<file path="src/rtl/stopwatch_seg_mux.sv">
// Scans four hex digits plus decimal points onto a common-anode 7-segment display.
// Latency: 1 clock from inputs/counters to the registered an/sseg outputs.
// Backpressure: none; inputs are sampled live every clock and never stalled.
//
// Ports:
//   clk       system clock (single domain)
//   reset     asynchronous, active-high reset
//   hex3..0   digit codes, hex3 leftmost (minutes tens), hex0 rightmost
//   dp_in     decimal-point requests, bit i lights the dp of digit i
//   blank_lz  1 = blank leading zeros on digits 3..1
//   blink     1 = flash the whole display with the blink counter MSB
//   an        anode enables, active-low, an[i] drives digit i
//   sseg      segments, active-low, {dp, a, b, c, d, e, f, g}
//
// REFRESH_BITS must be >= 3 and BLINK_BITS must be >= 2.

module stopwatch_seg_mux #(
  parameter int REFRESH_BITS = 18,
  parameter int BLINK_BITS   = 26
) (
  input  logic       clk,
  input  logic       reset,
  input  logic [3:0] hex3,
  input  logic [3:0] hex2,
  input  logic [3:0] hex1,
  input  logic [3:0] hex0,
  input  logic [3:0] dp_in,
  input  logic       blank_lz,
  input  logic       blink,
  output logic [3:0] an,
  output logic [7:0] sseg
);

  localparam logic [REFRESH_BITS-1:0] RCNT_ONE = {{(REFRESH_BITS-1){1'b0}}, 1'b1};
  localparam logic [BLINK_BITS-1:0]   BCNT_ONE = {{(BLINK_BITS-1){1'b0}}, 1'b1};

  logic [REFRESH_BITS-1:0] rcnt_q, rcnt_d;
  logic [BLINK_BITS-1:0]   bcnt_q, bcnt_d;
  logic [3:0]              an_q, an_d;
  logic [7:0]              sseg_q, sseg_d;

  logic [1:0] slot;
  logic       dead_time;
  logic       lz_blank;
  logic       blink_dark;
  logic       blank;
  logic [3:0] hex_sel;
  logic       dp_sel;
  logic [6:0] seg_sel;

  // Hex to active-low abcdefg.
  function automatic logic [6:0] enc(input logic [3:0] h);
    logic [6:0] s;
    case (h)
      4'h0:    s = 7'b0000001;
      4'h1:    s = 7'b1001111;
      4'h2:    s = 7'b0010010;
      4'h3:    s = 7'b0000110;
      4'h4:    s = 7'b1001100;
      4'h5:    s = 7'b0100100;
      4'h6:    s = 7'b0100000;
      4'h7:    s = 7'b0001111;
      4'h8:    s = 7'b0000000;
      4'h9:    s = 7'b0000100;
      4'hA:    s = 7'b0001000;
      4'hB:    s = 7'b1100000;
      4'hC:    s = 7'b0110001;
      4'hD:    s = 7'b1000010;
      4'hE:    s = 7'b0110000;
      default: s = 7'b0111000;
    endcase
    return s;
  endfunction

  always_comb begin
    rcnt_d = rcnt_q + RCNT_ONE;
    bcnt_d = bcnt_q + BCNT_ONE;

    slot = rcnt_q[REFRESH_BITS-1 -: 2];

    // First cycle of each slot is kept dark so the previous digit's
    // segments never bleed onto the newly enabled anode.
    dead_time = (rcnt_q[REFRESH_BITS-3:0] == '0);

    hex_sel  = hex0;
    dp_sel   = dp_in[0];
    lz_blank = 1'b0;
    case (slot)
      2'd0: begin
        hex_sel  = hex0;
        dp_sel   = dp_in[0];
        lz_blank = 1'b0;
      end
      2'd1: begin
        hex_sel  = hex1;
        dp_sel   = dp_in[1];
        lz_blank = (hex3 == 4'h0) && (hex2 == 4'h0) && (hex1 == 4'h0);
      end
      2'd2: begin
        hex_sel  = hex2;
        dp_sel   = dp_in[2];
        lz_blank = (hex3 == 4'h0) && (hex2 == 4'h0);
      end
      default: begin
        hex_sel  = hex3;
        dp_sel   = dp_in[3];
        lz_blank = (hex3 == 4'h0);
      end
    endcase

    seg_sel    = enc(hex_sel);
    blink_dark = blink & bcnt_q[BLINK_BITS-1];
    blank      = dead_time | (blank_lz & lz_blank) | blink_dark;

    // A blanked digit drops its decimal point too.
    an_d   = 4'b1111;
    sseg_d = 8'hFF;
    if (!blank) begin
      an_d[slot] = 1'b0;
      sseg_d     = {~dp_sel, seg_sel};
    end
  end

  always_ff @(posedge clk or posedge reset) begin
    if (reset) begin
      rcnt_q <= '0;
      bcnt_q <= '0;
      an_q   <= 4'b1111;
      sseg_q <= 8'hFF;
    end else begin
      rcnt_q <= rcnt_d;
      bcnt_q <= bcnt_d;
      an_q   <= an_d;
      sseg_q <= sseg_d;
    end
  end

  assign an   = an_q;
  assign sseg = sseg_q;

endmodule

</file>
<file path="config.mk">
export PLATFORM = sky130hd
export DESIGN_NAME = stopwatch_seg_mux
export DESIGN_NICKNAME = d
export VERILOG_FILES = /design/src/rtl/stopwatch_seg_mux.sv
export SDC_FILE = /design/constraint.sdc
export NUM_CORES = 1
export LEC_CHECK = 0
export BUFFER_PORTS_ARGS = -buffer_cell sky130_fd_sc_hd__buf_2
export CAP_MARGIN = 20
export CORE_MARGIN = 4
export CORE_UTILIZATION = 50
export DETAILED_ROUTE_END_ITERATION = 7
export PLACE_DENSITY = 0.81
export SKIP_CTS_REPAIR_TIMING = 1
export SYNTH_ARGS = -nofsm -noshare
export SYNTH_HDL_FRONTEND = slang
export SYNTH_SLANG_ARGS = --single-unit
</file>
<file path="constraint.sdc">
create_clock -name clk -period 2.2 [get_ports clk]
set_input_delay 0.44 -clock clk [delete_from_list [all_inputs] [get_ports clk]]
set_output_delay 0.44 -clock clk [all_outputs]
set_load 0.02 [all_outputs]
</file>
==> flow_summary.yaml, run 1 <==
timing:
  skew_ns: 0.0113
  setup_viol_count_final: 0
  slew_headroom_pct: 69.8
  drv_slew: 0
  hold_violations: 0
  fmax_mhz: 508
  period_minus_slack_ns: 1.97
  worstMarginPinSlew_ns: 0.451
  fin_ws_ns: 0.231
  min_period_over_period_pct: 89.5
  rsz0062_at_grt: "no"
  tns_ns: 0
place:
  pre_cts_slack_ns: 0.0917
  place_congestion: 0.787
  dp_hpwl_mm: 3.84
  numPortBuffers: 35
final_layout:
  final_cell_mix: "44 x dfrtp_1, 35 x buf_2, 30 x xnor2_1"
  syn_to_final_growth_pct: 13.3
  diodes: 0
  mostFrequentLayoutCell: "dfrtp_1"
  fin_nets: 313
  fillers: 431
  drive_above_1_share_pct: 27.7
clock_tree:
  htree_levels: 2
  cts_tree: "yes"
  clk_pin_slew_ns: 0.10
  clk_latency_ns: 0.31
  cts_num_sinks: 56
  clk_path_buf_depth: 2
  clock-root-buffer: "clkbuf_8"
  cts_buffers: 5
power:
  p_sw_mw: 0.422
  p_sw_share_pct: 24.1
  powerDensity_nw_per_um2: 558
  leakage_nw: 1.39
  intPower_mw: 1.33
  combPwrFrac_pct: 8.0
  vdd_drop_max_v: 0.000251
  clockPowerShare_pct: 32.0
  p_seq_share_pct: 60.0
floorplan:
  die_area_um2: 6800
  coreArea_um2: 5240
  die_h_um: 82.4
  die_w_um: 82.4
  core.rowCount: 26
  start_util_pct: 52.9
  pin_count: 36
drt:
  ant_nets: 0
  first_pass_iters: 4
  wl_per_cell_um: 14.4
  wl_mm: 5.05
  via_per_inst: 5.41
  via_count: 1906
  initialDrtViolationCount: 64
  drc: 0
critical_path:
  worstReg2RegEnd: "sseg[6]"
  critPathMaxStageDelay_ns: 0.58
  end_kind: "flop"
  critPathMaxFanout: 7
  crit-reg2reg-launch: "rcnt_q[16]"
  r2r_cells: 7
  start_kind: "flop"
  cp.required_ns: 2.45
  path_cells: "mux4_2 -> inv_1 -> ha_2 -> mux2i_1 -> nor3b_1 -> a31oi_1 -> nand3_1"
  critPathSlowestCell: "mux4_2"
  crit_type: "reg -> reg"
  crit_arrival_ns: 2.22
  reg2reg_slack_ns: 0.23
yosys:
  yosys-mux-area-fraction_pct: 7.18
  synth.area.top_cells: "dfrtp_1 40%, dfstp_2 11%, xnor2_1 9.5%"
  mappedNetlistArea_um2: 2770
  synth_top_family_by_area: "simple AND/OR/NAND/NOR gates"
  yosysWarningCount: 0
  synthDistinctLibCells: 43
  synth_top_area_share_pct: 39.7
  yosysTopAreaCell: "dfrtp_1"
  synthAdderAreaFrac_pct: 3.61
  post_synth.cell_area_avg_um2: 11.5
  ys_seq_area_share_pct: 51.1
  synthSimpleGateAreaFrac_pct: 18.6
  syn-num-nets: 272
  synthCells: 240
  synth-xor-area-share_pct: 13.0
  synth-compound-area-share_pct: 4.02
  ys_ff_latch: 56
worst_hold_path:
  holdCritPathClass: "in -> async"
run:
  drv_cap: 0
grt:
  track_usage_pct: 16.9
  grt_pass1_vias: 1867
  grt_pass1_wl_mm: 8.77
  grt_max_degree: 57
  antenna_found_initial: 0
  grt_overflow: 0
status:
  run_status: "completed"
-- sequential cells by signal, summed over array words and instances (netlist names) --
signal	cells
bcnt_q	26
an	4
rcnt_q	18
sseg	8
-- critical path: cells and delay by family, from the launching register on --
family / cells / cell delay, ns
compound gates: 1 / 0.06
flops: 1 / 0.43
buf+inv: 1 / 0.16
mux: 2 / 0.68
fa+ha+maj: 1 / 0.27
simple gates: 2 / 0.31
-- cells by family (layout without fill, tap and decap cells) --
kind of cell    Yosys count  after routing
compound gates           14             14
xor+xnor                 41             41
fa+ha+maj                 8              8
buf+inv                  15             57
flops                    56             56
mux                      14             14
simple gates             92             92
-- synth_stat cells --
| master | count |
|---|---|
| o311ai_0 | 1 |
| dfstp_2 | 12 |
| buf_6 | 1 |
| nor3_1 | 2 |
| nor3b_1 | 2 |
| a31oi_1 | 2 |
| nand3_1 | 19 |
| nand2_1 | 23 |
| nor4_2 | 1 |
| nor2b_4 | 1 |
| o221ai_1 | 2 |
| mux2i_1 | 6 |
| a32o_1 | 1 |
| or4_1 | 2 |
| mux2_2 | 3 |
| nor2b_1 | 1 |
| and4_2 | 1 |
| dfrtp_1 | 44 |
| mux2_4 | 1 |
| mux2i_4 | 1 |
| and3_1 | 3 |
| nor2_1 | 12 |
| inv_1 | 10 |
| buf_4 | 1 |
| nor3_2 | 1 |
| o311ai_2 | 1 |
| xnor2_1 | 30 |
| o211ai_2 | 1 |
| ha_1 | 8 |
| and4_4 | 1 |
| nand3b_2 | 1 |
| nor4_1 | 4 |
| nand3b_4 | 1 |
| a32oi_1 | 1 |
| clkbuf_1 | 1 |
| nor4b_1 | 1 |
| buf_2 | 2 |
| a21oi_1 | 2 |
| xor2_1 | 11 |
| mux4_2 | 3 |
| and2_1 | 4 |
| nand4_1 | 12 |
| o21ai_0 | 3 |
-- how the worst max path moves through the flow --
| stage | end | start | depth (start not counted) |
|---|---|---|---|
| floorplan | sseg[6] | rcnt_q[16] | 8 |
| global placement | sseg[6] | hex3[1] | 8 |
| detailed placement | sseg[6] | hex3[1] | 8 |
| finish | sseg[6] | rcnt_q[16] | 7 |
| global route | sseg[6] | rcnt_q[16] | 7 |
| CTS | sseg[6] | rcnt_q[16] | 7 |
-- layer usage --
metal,global-route usage (%),share of wire [%],routed length (um),vias to the layer above
met4,5.81,1.7,87,0
met1,22.5,44,2230,934
met5,0,0,0,-
met3,3.90,4.2,212,8
met2,27.2,50,2530,40
li1,-,-,-,924
-- power groups by stage --
stage | Clock [mW] | Sequential [mW] | Combinational [mW]
after floorplan | 0 | 1.09 | 0.0654
after global placement | 0 | 1.07 | 0.136
after detailed placement | 0 | 1.07 | 0.141
after CTS | 0.580 | 1.05 | 0.141
after global routing | 0.617 | 1.05 | 0.155
final | 0.561 | 1.05 | 0.140
-- through the flow --
stage	utilization [%]	hold slack, ns	total power [mW]	instance area, um2	std cells
floorplan	-	0.414	1.15	2770	240
detailed placement	58.1	0.451	1.21	3040	344
finish	59.9	0.163	1.75	3140	352
global route	59.9	0.184	1.83	3140	352
CTS	59.9	0.174	1.77	3140	352
global placement	58.1	0.426	1.21	3040	344
-- final cells by class --
cell class              instances  area [um2]  share of cell area [%]
multi-input cells             169        1290                    41.0
well taps                      70        87.6                    2.79
flip-flops and latches         56        1420                    45.1
repair buffers                 39         218                    6.94
clock buffers                   5        68.8                    2.19
inverters                      10        37.5                    1.20
clock inverters                 3        23.8                   0.758
Note: power is estimated with default switching activity, not from simulation.
==> run 2: changes to the inputs <==
CORE_ASPECT_RATIO = 0.8   (was default)
==> run 2 against run 1 <==
Net effect: count of clock-buffer cells in the layout rose by 1; final cell count down 2.3%; clock power is 0.9% lower; setup slack worse by 0.023 ns.
==> flow_summary.yaml, run 2 (same netlist as run 1, synthesis figures left out) <==
drt:
  initialDrtViolationCount: 79
  wl_per_cell_um: 15.0
  via_count: 1897
  ant_nets: 0
  drc: 0
  first_pass_iters: 4
  via_per_inst: 5.51
  wl_mm: 5.14
final_layout:
  regMostFlops: "bcnt_q"
  final_cell_mix: "43 x dfrtp_1, 35 x buf_2, 30 x xnor2_1"
  syn_to_final_growth_pct: 12.8
  final_util_pct: 60.3
  mostFrequentLayoutCell: "dfrtp_1"
  diodes: 0
  instances_no_fill: 344
  largest_reg_flops: 26
  drive_above_1_share_pct: 27.7
  fin_area_um2: 3130
  fin_nets: 313
  fillers: 416
clock_tree:
  clk_path_buf_depth: 2
  clk_pin_slew_ns: 0.10
  htree_levels: 2
  cts_tree: "yes"
  clk_latency_ns: 0.31
  cts_buffers: 5
  cts_num_sinks: 56
  clock-root-buffer: "clkbuf_8"
floorplan:
  die_w_um: 91.2
  die_h_um: 74.6
  die_area_um2: 6800
  core.rowCount: 23
  start_util_pct: 53.5
  pin_count: 36
  coreArea_um2: 5180
power:
  leakage_nw: 1.39
  finalPower_mw: 1.75
  vdd_drop_max_v: 0.000278
  powerDensity_nw_per_um2: 559
grt:
  grt_pass1_wl_mm: 8.92
  grt_max_degree: 57
  grt_overflow: 0
  track_usage_pct: 16.4
  grt_pass1_vias: 1951
  antenna_found_initial: 0
timing:
  setup_viol_count_final: 0
  fin_hold_ws_ns: 0.168
  drv_slew: 0
  fmax_mhz: 502
  hold_violations: 0
  worstMarginPinSlew_ns: 0.393
  slew_headroom_pct: 73.0
  period_minus_slack_ns: 1.99
  skew_ns: 0.00754
  fin_ws_ns: 0.208
  rsz0062_at_grt: "no"
  min_period_over_period_pct: 90.5
  tns_ns: 0
critical_path:
  start_kind: "flop"
  crit_type: "reg -> reg"
  r2r_cells: 7
  crit_arrival_ns: 2.24
  end_kind: "flop"
  cp.required_ns: 2.45
  critPathMaxFanout: 7
place:
  place_congestion: 0.794
  dp_hpwl_mm: 3.87
  numPortBuffers: 35
  pre_cts_slack_ns: 0.0740
  dpl_cell_area_um2: 3030
  place_inst: 336
status:
  run_status: "completed"
run:
  drv_cap: 0
worst_hold_path:
  holdCritPathClass: "in -> async"
## run 2: critical path, stage by stage, from the launching register on
cell and delay, ns:
dfrtp_1 0.44, mux4_2 0.58, inv_1 0.16, ha_2 0.27, o21ai_0 0.11, o21ai_0 0.21, a31oi_1 0.07, nand3_1 0.09
## run 2: routing by layer
metal | wire (um) | GRT usage [%] | share of wire [%]
met1 | 2460 | 23.0 | 48
met2 | 2410 | 25.8 | 47
met3 | 226 | 3.74 | 4.4
met4 | 44 | 5.18 | 0.86
met5 | 0 | 0 | 0
## run 2: worst paths after layout
check                           startpoint   endpoint  slack, ns
worst max-delay path            rcnt_q[16]    sseg[6]       0.21
worst min-delay path                 reset  bcnt_q[4]       0.17
worst max register to register  rcnt_q[16]    sseg[6]       0.21
worst min register to register   bcnt_q[0]  bcnt_q[0]       0.45
max in group asynchronous            reset      an[3]       1.73
min in group clk                  blank_lz      an[3]       0.41
## run 2: report_power, final
part	switching, mW	internal, mW
Sequential	0.00300	1.05
Clock	0.328	0.227
Combinational	0.0844	0.0556
## run 2: final cells by class
class / instances / area, um2 / area share [%]
flip-flops and latches: 56 / 1420 / 45.4
inverters: 10 / 37.5 / 1.20
clock inverters: 2 / 16.3 / 0.520
well taps: 62 / 77.6 / 2.48
clock buffers: 6 / 72.6 / 2.32
repair buffers: 39 / 218 / 6.97
multi-input cells: 169 / 1290 / 41.2
